===== src/rtl/fetch_unit_if.sv =====
// Fetch-unit bus bundle: instruction-memory port, decode handshake and redirect input.
// Decode handshake: a word transfers on a rising edge where fetch_valid && fetch_ready;
// while fetch_valid is high and fetch_ready low, fetch_valid/fetch_inst/fetch_pc hold.
interface fetch_unit_if;
  logic [31:0] imem_addr;
  logic        imem_req;
  logic [31:0] imem_inst;
  logic        fetch_valid;
  logic        fetch_ready;
  logic [31:0] fetch_inst;
  logic [31:0] fetch_pc;
  logic        redirect_valid;
  logic [31:0] redirect_pc;

  modport master (
    output imem_addr, imem_req, fetch_valid, fetch_inst, fetch_pc,
    input  imem_inst, fetch_ready, redirect_valid, redirect_pc
  );

  modport slave (
    input  imem_addr, imem_req, fetch_valid, fetch_inst, fetch_pc,
    output imem_inst, fetch_ready, redirect_valid, redirect_pc
  );
endinterface


===== src/rtl/fetch_unit.sv =====
// Instruction-fetch sequencer: owns the PC, waits MEM_LAT cycles per fetch, hands words to decode.
// Optional FETCH_JUMP_PREDECODE_EN: j/jal words steer the next PC at capture time.
module fetch_unit #(
  parameter logic [31:0] RESET_PC = 32'h0000_0000,
  parameter int          MEM_LAT  = 0,
  parameter int          LAT_W    = 4
) (
  input  logic         clk,
  input  logic         rst_n,
  fetch_unit_if.master bus,
  output logic [1:0]   dbg_state
);

  typedef enum logic [1:0] {IDLE, FETCH, WAIT, HOLD} state_t;

  localparam logic [LAT_W-1:0] LAT_INIT = (MEM_LAT == 0) ? '0 : LAT_W'(MEM_LAT - 1);

  state_t           state, state_nx;
  logic [31:0]      pc, pc_plus4, next_pc;
  logic [LAT_W-1:0] cnt, cnt_nx;
  logic             capture, slot_free;
  logic             valid_q;
  logic [31:0]      inst_q, fpc_q;
  logic             unused_rpc;

  assign slot_free = !valid_q || bus.fetch_ready;
  assign pc_plus4  = pc + 32'd4;

`ifdef FETCH_JUMP_PREDECODE_EN
  logic is_jump;
  assign is_jump = (bus.imem_inst[31:26] == 6'b000010) || (bus.imem_inst[31:26] == 6'b000011);
  assign next_pc = is_jump ? {pc_plus4[31:28], bus.imem_inst[25:0], 2'b00} : pc_plus4;
`else
  assign next_pc = pc_plus4;
`endif

  always_ff @(posedge clk or negedge rst_n) begin
    if (!rst_n) state <= IDLE;
    else        state <= state_nx;
  end

  always_comb begin
    state_nx = state;
    cnt_nx   = cnt;
    capture  = 1'b0;
    case (state)
      IDLE: state_nx = FETCH;
      FETCH: begin
        if (MEM_LAT == 0) begin
          if (slot_free) capture  = 1'b1;
          else           state_nx = HOLD;
        end else begin
          cnt_nx   = LAT_INIT;
          state_nx = WAIT;
        end
      end
      WAIT: begin
        if (cnt == '0) begin
          if (slot_free) begin
            capture  = 1'b1;
            state_nx = FETCH;
          end else begin
            state_nx = HOLD;
          end
        end else begin
          cnt_nx = cnt - LAT_W'(1);
        end
      end
      HOLD: begin
        if (slot_free) begin
          capture  = 1'b1;
          state_nx = FETCH;
        end
      end
      default: state_nx = IDLE;
    endcase
    // A redirect abandons whatever fetch is in flight, including a due capture.
    if (bus.redirect_valid) begin
      state_nx = FETCH;
      cnt_nx   = '0;
      capture  = 1'b0;
    end
  end

  always_ff @(posedge clk or negedge rst_n) begin
    if (!rst_n) begin
      pc      <= RESET_PC;
      cnt     <= '0;
      valid_q <= 1'b0;
      inst_q  <= 32'd0;
      fpc_q   <= 32'd0;
    end else begin
      cnt <= cnt_nx;
      if (bus.redirect_valid) begin
        pc      <= {bus.redirect_pc[31:2], 2'b00};
        valid_q <= 1'b0;
      end else if (capture) begin
        inst_q  <= bus.imem_inst;
        fpc_q   <= pc;
        valid_q <= 1'b1;
        pc      <= next_pc;
      end else if (bus.fetch_ready) begin
        valid_q <= 1'b0;
      end
    end
  end

  assign bus.imem_addr   = pc;
  assign bus.imem_req    = (state != IDLE);
  assign bus.fetch_valid = valid_q;
  assign bus.fetch_inst  = inst_q;
  assign bus.fetch_pc    = fpc_q;
  assign dbg_state       = state;
  assign unused_rpc      = ^bus.redirect_pc[1:0];

endmodule


===== src/flat_wrapper.sv =====
// flat-port wrapper written by rule: the top's interface ports become plain ports
module fetch_unit_flat 
#(
  parameter logic [31:0] RESET_PC = 32'h0000_0000,
  parameter int          MEM_LAT  = 0,
  parameter int          LAT_W    = 4
)
  (clk, rst_n, dbg_state, bus_imem_addr, bus_imem_req, bus_fetch_valid, bus_fetch_inst, bus_fetch_pc, bus_imem_inst, bus_fetch_ready, bus_redirect_valid, bus_redirect_pc);
  fetch_unit_if bus_i ();
  input  logic clk;
  input  logic rst_n;
  output logic [1:0] dbg_state;
  output wire logic [$bits(bus_i.imem_addr)-1:0] bus_imem_addr;
  output wire logic [$bits(bus_i.imem_req)-1:0] bus_imem_req;
  output wire logic [$bits(bus_i.fetch_valid)-1:0] bus_fetch_valid;
  output wire logic [$bits(bus_i.fetch_inst)-1:0] bus_fetch_inst;
  output wire logic [$bits(bus_i.fetch_pc)-1:0] bus_fetch_pc;
  input wire logic [$bits(bus_i.imem_inst)-1:0] bus_imem_inst;
  input wire logic [$bits(bus_i.fetch_ready)-1:0] bus_fetch_ready;
  input wire logic [$bits(bus_i.redirect_valid)-1:0] bus_redirect_valid;
  input wire logic [$bits(bus_i.redirect_pc)-1:0] bus_redirect_pc;
  assign bus_imem_addr = bus_i.imem_addr;
  assign bus_imem_req = bus_i.imem_req;
  assign bus_fetch_valid = bus_i.fetch_valid;
  assign bus_fetch_inst = bus_i.fetch_inst;
  assign bus_fetch_pc = bus_i.fetch_pc;
  assign bus_i.imem_inst = bus_imem_inst;
  assign bus_i.fetch_ready = bus_fetch_ready;
  assign bus_i.redirect_valid = bus_redirect_valid;
  assign bus_i.redirect_pc = bus_redirect_pc;
  fetch_unit #(.RESET_PC(RESET_PC), .MEM_LAT(MEM_LAT), .LAT_W(LAT_W)) u_core (.clk(clk), .rst_n(rst_n), .bus(bus_i), .dbg_state(dbg_state));
endmodule

===== config.mk =====
export PLATFORM = sky130hd
export DESIGN_NAME = fetch_unit_flat
export DESIGN_NICKNAME = d
export VERILOG_FILES = /design/src/rtl/fetch_unit_if.sv /design/src/rtl/fetch_unit.sv /design/src/flat_wrapper.sv
export SDC_FILE = /design/constraint.sdc
export NUM_CORES = 1
export LEC_CHECK = 0
export ABC_AREA = 1
export CAP_MARGIN = 20
export CORE_MARGIN = 5
export CORE_UTILIZATION = 40
export DETAILED_ROUTE_END_ITERATION = 7
export PLACE_DENSITY = 0.73
export SYNTH_ARGS = -nofsm -noshare
export SYNTH_HDL_FRONTEND = slang
export SYNTH_SLANG_ARGS = --single-unit

===== constraint.sdc =====
create_clock -name clk -period 2.05 [get_ports clk]
set_clock_uncertainty 0.15 [all_clocks]
set_input_delay 0.205 -clock clk [delete_from_list [all_inputs] [get_ports clk]]
set_output_delay 0.205 -clock clk [all_outputs]
set_load 0.02 [all_outputs]

[Word level (Yosys, flattened, before mapping)]
Index checks and enable logic that the tools add are counted.
Storage, ports and cells
  register bits: 103
  bits of input ports: 68
  output and inout bits: 100
  word-level logic and storage cells: 46
Operators by class
  add/sub/neg operators: 2
  equal/unequal tests: 7
  multiplexer cells: 18
  bitwise operators: 1
  reduce and logical (&&, ||, !) cells: 12
Operator list (count)
  2-to-1 mux 32 bit: 2
  adder 32 x 3 -> 32 bit, second input constant: 1
  2-to-1 mux 4 bit: 3
  2-to-1 mux 2 bit: 5
  one-hot mux 2 bit (4 select lines): 1
  2-to-1 mux 1 bit: 6
  != test 3 x 2 -> 1 bit, second input constant: 2
  nonzero test 2 bit: 3
  equality test 2 bit, second input constant: 2
  zero test 4 bit: 1
  AND reduction 2 bit: 2
  subtractor 4 x 1 -> 4 bit, second input constant: 1
  != test 3 bit, second input constant: 1
  AND reduction 3 bit: 1
  nonzero test 3 bit: 1
  equality test 2 x 1 -> 1 bit, second input constant: 1
  zero test 2 bit: 1
  != test 2 bit, second input constant: 1
  one-hot mux 1 bit (2 select lines): 1
  OR reduction 2 bit: 1
  zero test 1 bit: 1
  logical OR 1 bit: 1
  NOT 1 bit: 1

[Longest topological paths before layout]
  word-level depth: 8
  depth in mapped cells: 11
  mapped depth without buffers: 10

[Worst setup path before layout]
Ideal clock, no wire load.
  kind: reg2reg
  start: register u_core.state[0] (netlist: u_core.dbg_state[0])
  end: register u_core.fpc_q[6] (netlist: u_core.bus.fetch_pc[6])
  library setup time: 118 ps
  arrival time: 1542 ps
  data required time: 1782 ps
  slack: 240 ps
  cell stages (with the launch flop): 9
  buffers on the path: 2
  period minus slack after synthesis: 1810 ps
  path through: dfrtp_1 -> inv_1 -> ha_1 -> a21oi_2 -> nand3_2 -> buf_4 -> buf_4 -> nand2_1 -> nand2_1
On the way
  cells in the longest elaborated chain, start to end: 5
  elaborated cells between the ends (all ways): 7
  those cells by class: 3 x eq/ne; 2 x mux; 2 x reduce/logical
RTL lines
  start: declaration: line fetch_unit.sv:18  | state_t state, state_nx;
  start signal: assignment: line fetch_unit.sv:39  | else state <= state_nx;
  equality test 2 x 1 -> 1 bit or equality test 2 bit (tied branches): line fetch_unit.sv:46  | case (state)
  OR reduction 2 bit (no source line)
  one-hot mux 1 bit (2 select lines) (*): line fetch_unit.sv:46
  2-to-1 mux 1 bit (*): line fetch_unit.sv:78  | if (bus.redirect_valid) begin
  AND reduction 2 bit (no source line) (*)
  end signal: assignment: line fetch_unit.sv:99  | fpc_q <= pc;
  end: declaration: line fetch_unit.sv:23  | logic [31:0] inst_q, fpc_q;
Mark *: on every way between the ends. The rest lies on a longest branch, timed or not.
A chain may end at the register's enable or synchronous reset.

[Final worst setup path]
  start: register u_core.state[1] (netlist: u_core.dbg_state[1])
  end: register u_core.fpc_q[2] (netlist: u_core.bus.fetch_pc[2])
Same word-level chain as after synthesis.

==> results.yml <==
grt:
  grt_pass1_vias: 4696
  grt_antenna_before_repair: 0
  grt_pass1_wl_um: 23300
  grt_max_degree: 55
  grt_use_total: 0.196
  grt_overflow: 0
worst_setup_path:
  crit_top_cell: "buf_4"
  path_max_fanout: 13
  slowest_stage: "dfrtp_1"
  path_cells: "inv_1 > buf_4 > ha_1 > a21oi_2 > buf_4 > nand3_4 > inv_2 > buf_6 > nand2_1 > o21a_1"
  cp-endpoint: "u_core.bus.fetch_pc[2]$_DFFE_PN0P_"
  rr_endpoint: "u_core.bus.fetch_pc[2]$_DFFE_PN0P_"
  cp.required_ns: 2.14
  arrival_ns: 1.99
  slowest_delay_ns: 0.39
  reg2regPathDepth: 10
  crit_type: "reg2reg"
  setup.worst_path.start_class: "register"
  r2r-start: "u_core.dbg_state[1]$_DFFE_PN0P_"
  worstSetupEndpointType: "register"
  reg2reg_slack_ns: 0.16
  critPathLaunch: "u_core.dbg_state[1]$_DFFE_PN0P_"
timing:
  whs_ns: 0.223
  rsz0062_at_grt: "true"
  min_period_ns: 1.89
  maxSlewViolCount: 0
  fin_crit_sh: 0.923
  layout_setup_ws_ns: 0.159
  max_clock_freq_ghz: 0.529
  relSlewSlack: 0.596
  setup_violations: 0
  worstMarginPinSlew_ns: 0.606
  finalHoldViolCount: 0
synth:
  ys_ff_latch: 99
  synth_edf_count: 0
  synth_area_leaders: "dfrtp_1 48%, nand2_1 23%, inv_1 4.6%"
  synth-simple-area-share: 0.325
  async_reset_ff_frac: 1.00
  yosysTopAreaCell: "dfrtp_1"
  synth-main-ff-cell: "dfrtp_1"
  synthCells: 686
  synth_compound_area_frac: 0.0695
  post_synth.cell_area_avg_um2: 7.45
  yosysTopAreaCellShare: 0.485
  synthTopCellsByCount: "313 x nand2_1, 99 x dfrtp_1, 63 x inv_1"
  seq_area_frac_synth: 0.485
  synth_mux_area_frac: 0
  ys_warn_count: 0
  yosys.area_share.adder: 0.0171
  syn_area_um2: 5110
  synth_top_family_by_area: "simple AND/OR/NAND/NOR gates"
  synth_xor_area_frac: 0.0171
  ys_types: 29
  synth.most_common_cell: "nand2_1"
place:
  placement.io_buffers: 161
  post_dp_cell_area_um2: 6920
  preCtsSetupSlack_ns: -0.0462
  dp_cells: 1012
  gp_congestion: 0.925
  place_hpwl_um: 10800
run_status:
  status: "finished clean"
clock_network:
  cts_root_buf: "clkbuf_16"
  clock_path_buffers: 2
  cts_buffers: 9
  path_clk_slew_ns: 0.07
  clk_latency_ns: 0.35
  cts_tree: "built"
  cts_sinks: 99
  htreeDepth: 3
cells_and_area:
  fin_cells: 1031
  n_antenna_cell: 0
  drive_gt1_frac: 0.0664
  stdcell_area_um2: 7250
  nets: 929
  areaGrowthSynthToFinish_pct: 41.8
drt:
  drc: 0
  wl_um: 14400
  first_pass_iters: 5
  dr_total_vias: 4862
  viasPerCell: 4.72
  wl_per_cell_um: 13.9
  ant_nets: 0
  drt_iter0_drc: 329
power:
  comb_power_share: 0.477
  fin_total_pwr_mw: 9.43
  ir_worst_vdd_mv: 0.626
  p_clk_frac: 0.173
  p_per_area_nw_per_um2: 1300
  leakagePower_nw: 3.46
  p_switching_mw: 3.83
  intPower_mw: 5.60
  switching_share: 0.406
  seqPwrFrac: 0.350
hold_path:
  worstHoldStart: "bus_imem_inst[3]"
  hp-class: "in2reg"
die:
  die_area_um2: 15100
  core_area_um2: 12600
  dieHeight_um: 123
  die_x_um: 123
  initial_core_util: 0.407
  placementRows: 41
  pin_count: 168
run:
  drv_cap: 0
-- repair_timing --
action | 4_1_cts | 5_1_grt
gates resized for setup | 3 | 6
setup buffers | 0 | 2
hold buffers | 1 | 0
hold endpoints to repair | 42 | 0
cloned | 0 | 0
endpoints found under the setup margin | 15 | 17
-- stage by stage --
step,setup TNS (ns),util
floorplan,0,-
global placement,-0.0139,0.551
CTS,0,0.574
detailed placement,-0.270,0.551
global route,-0.0306,0.577
finish,0,0.577
-- worst max-delay path: cells and delay by family, from the launching register on --
family                     cells  cell delay (ns)
DFF                            1             0.39
buffers and inverters          5             0.65
and+or+nand+nor                2             0.18
AOI/OAI and AO/OA              2             0.24
adders and majority gates      1             0.18
-- area by class of cell --
type	count	area [um2]
fill	1180	5320
sequential	99	2480
multi-input combinational	497	2220
timing repair buffer	182	1810
inverter	65	244
clock buffer	11	243
tap	172	215
clock inverter	5	37.5
-- cell usage in the layout (no fill, tap or decap) --
cell type / n
nand2_1: 313
clkdlybuf4s50_1: 159
dfrtp_1: 99
inv_1: 63
nor2_1: 43
nand3_1: 40
o21ai_0: 38
buf_4: 16
o21ai_1: 11
xor2_1: 9
clkbuf_16: 9
ha_1: 7
nand2_2: 5
nor2_2: 5
o211ai_1: 4
conb_1: 4
a21oi_1: 3
nor2_4: 3
o211ai_2: 3
buf_12: 3
inv_2: 2
a21oi_2: 2
clkinvlp_4: 2
buf_6: 2
nand3_4: 1
o22ai_1: 1
o21a_1: 1
and2_1: 1
nor3_1: 1
xnor2_1: 1
nand3b_1: 1
clkinv_4: 1
clkbuf_8: 1
clkbuf_1: 1
inv_6: 1
clkinv_2: 1
dlygate4sd3_1: 1
dlygate4sd2_1: 1
-- worst min path at each step --
stage                                                       end  slack [ns]  cells past startpoint
after floorplan            u_core.bus.fetch_inst[0]$_DFFE_PN0P_       -0.24                      0
final                      u_core.bus.fetch_inst[3]$_DFFE_PN0P_        0.22                      3
after global placement    u_core.bus.fetch_inst[10]$_DFFE_PN0P_        0.10                      1
after CTS                  u_core.bus.fetch_inst[3]$_DFFE_PN0P_        0.22                      3
after detailed placement    u_core.bus.fetch_pc[10]$_DFFE_PN0P_        0.10                      1
after global routing       u_core.bus.fetch_inst[1]$_DFFE_PN0P_        0.24                      3
-- flip-flops by register name, indices dropped and copies added, names as in the netlist --
name                    cells
u_core.bus.fetch_inst      32
u_core.bus.fetch_pc        30
u_core.bus.fetch_valid      1
u_core.bus.imem_addr       30
u_core.cnt                  4
u_core.dbg_state            2
-- cell families (layout without fill, tap and decap cells) --
logic type,count (synthesis),count (layout)
simple gates,413,413
flops,99,99
buf+inv,93,263
compound gates,63,63
xor+xnor,10,10
fa+ha+maj,7,7
other cells,1,4
-- routing by layer --
metal | track usage | wire, um
met5 | 0 | 0
met4 | 0.0664 | 255
met3 | 0.0389 | 1090
met2 | 0.304 | 6460
met1 | 0.275 | 6550
-- power groups by stage --
stage / combinational, mW / sequential, mW / clock, mW
after CTS: 4.53 / 3.30 / 1.68
after global placement: 4.44 / 3.32 / 0
final: 4.50 / 3.30 / 1.63
after floorplan: 1.44 / 4.19 / 0
after detailed placement: 4.51 / 3.32 / 0
after global routing: 4.92 / 3.43 / 1.75
No activity file was read; power rests on OpenSTA's default activity.
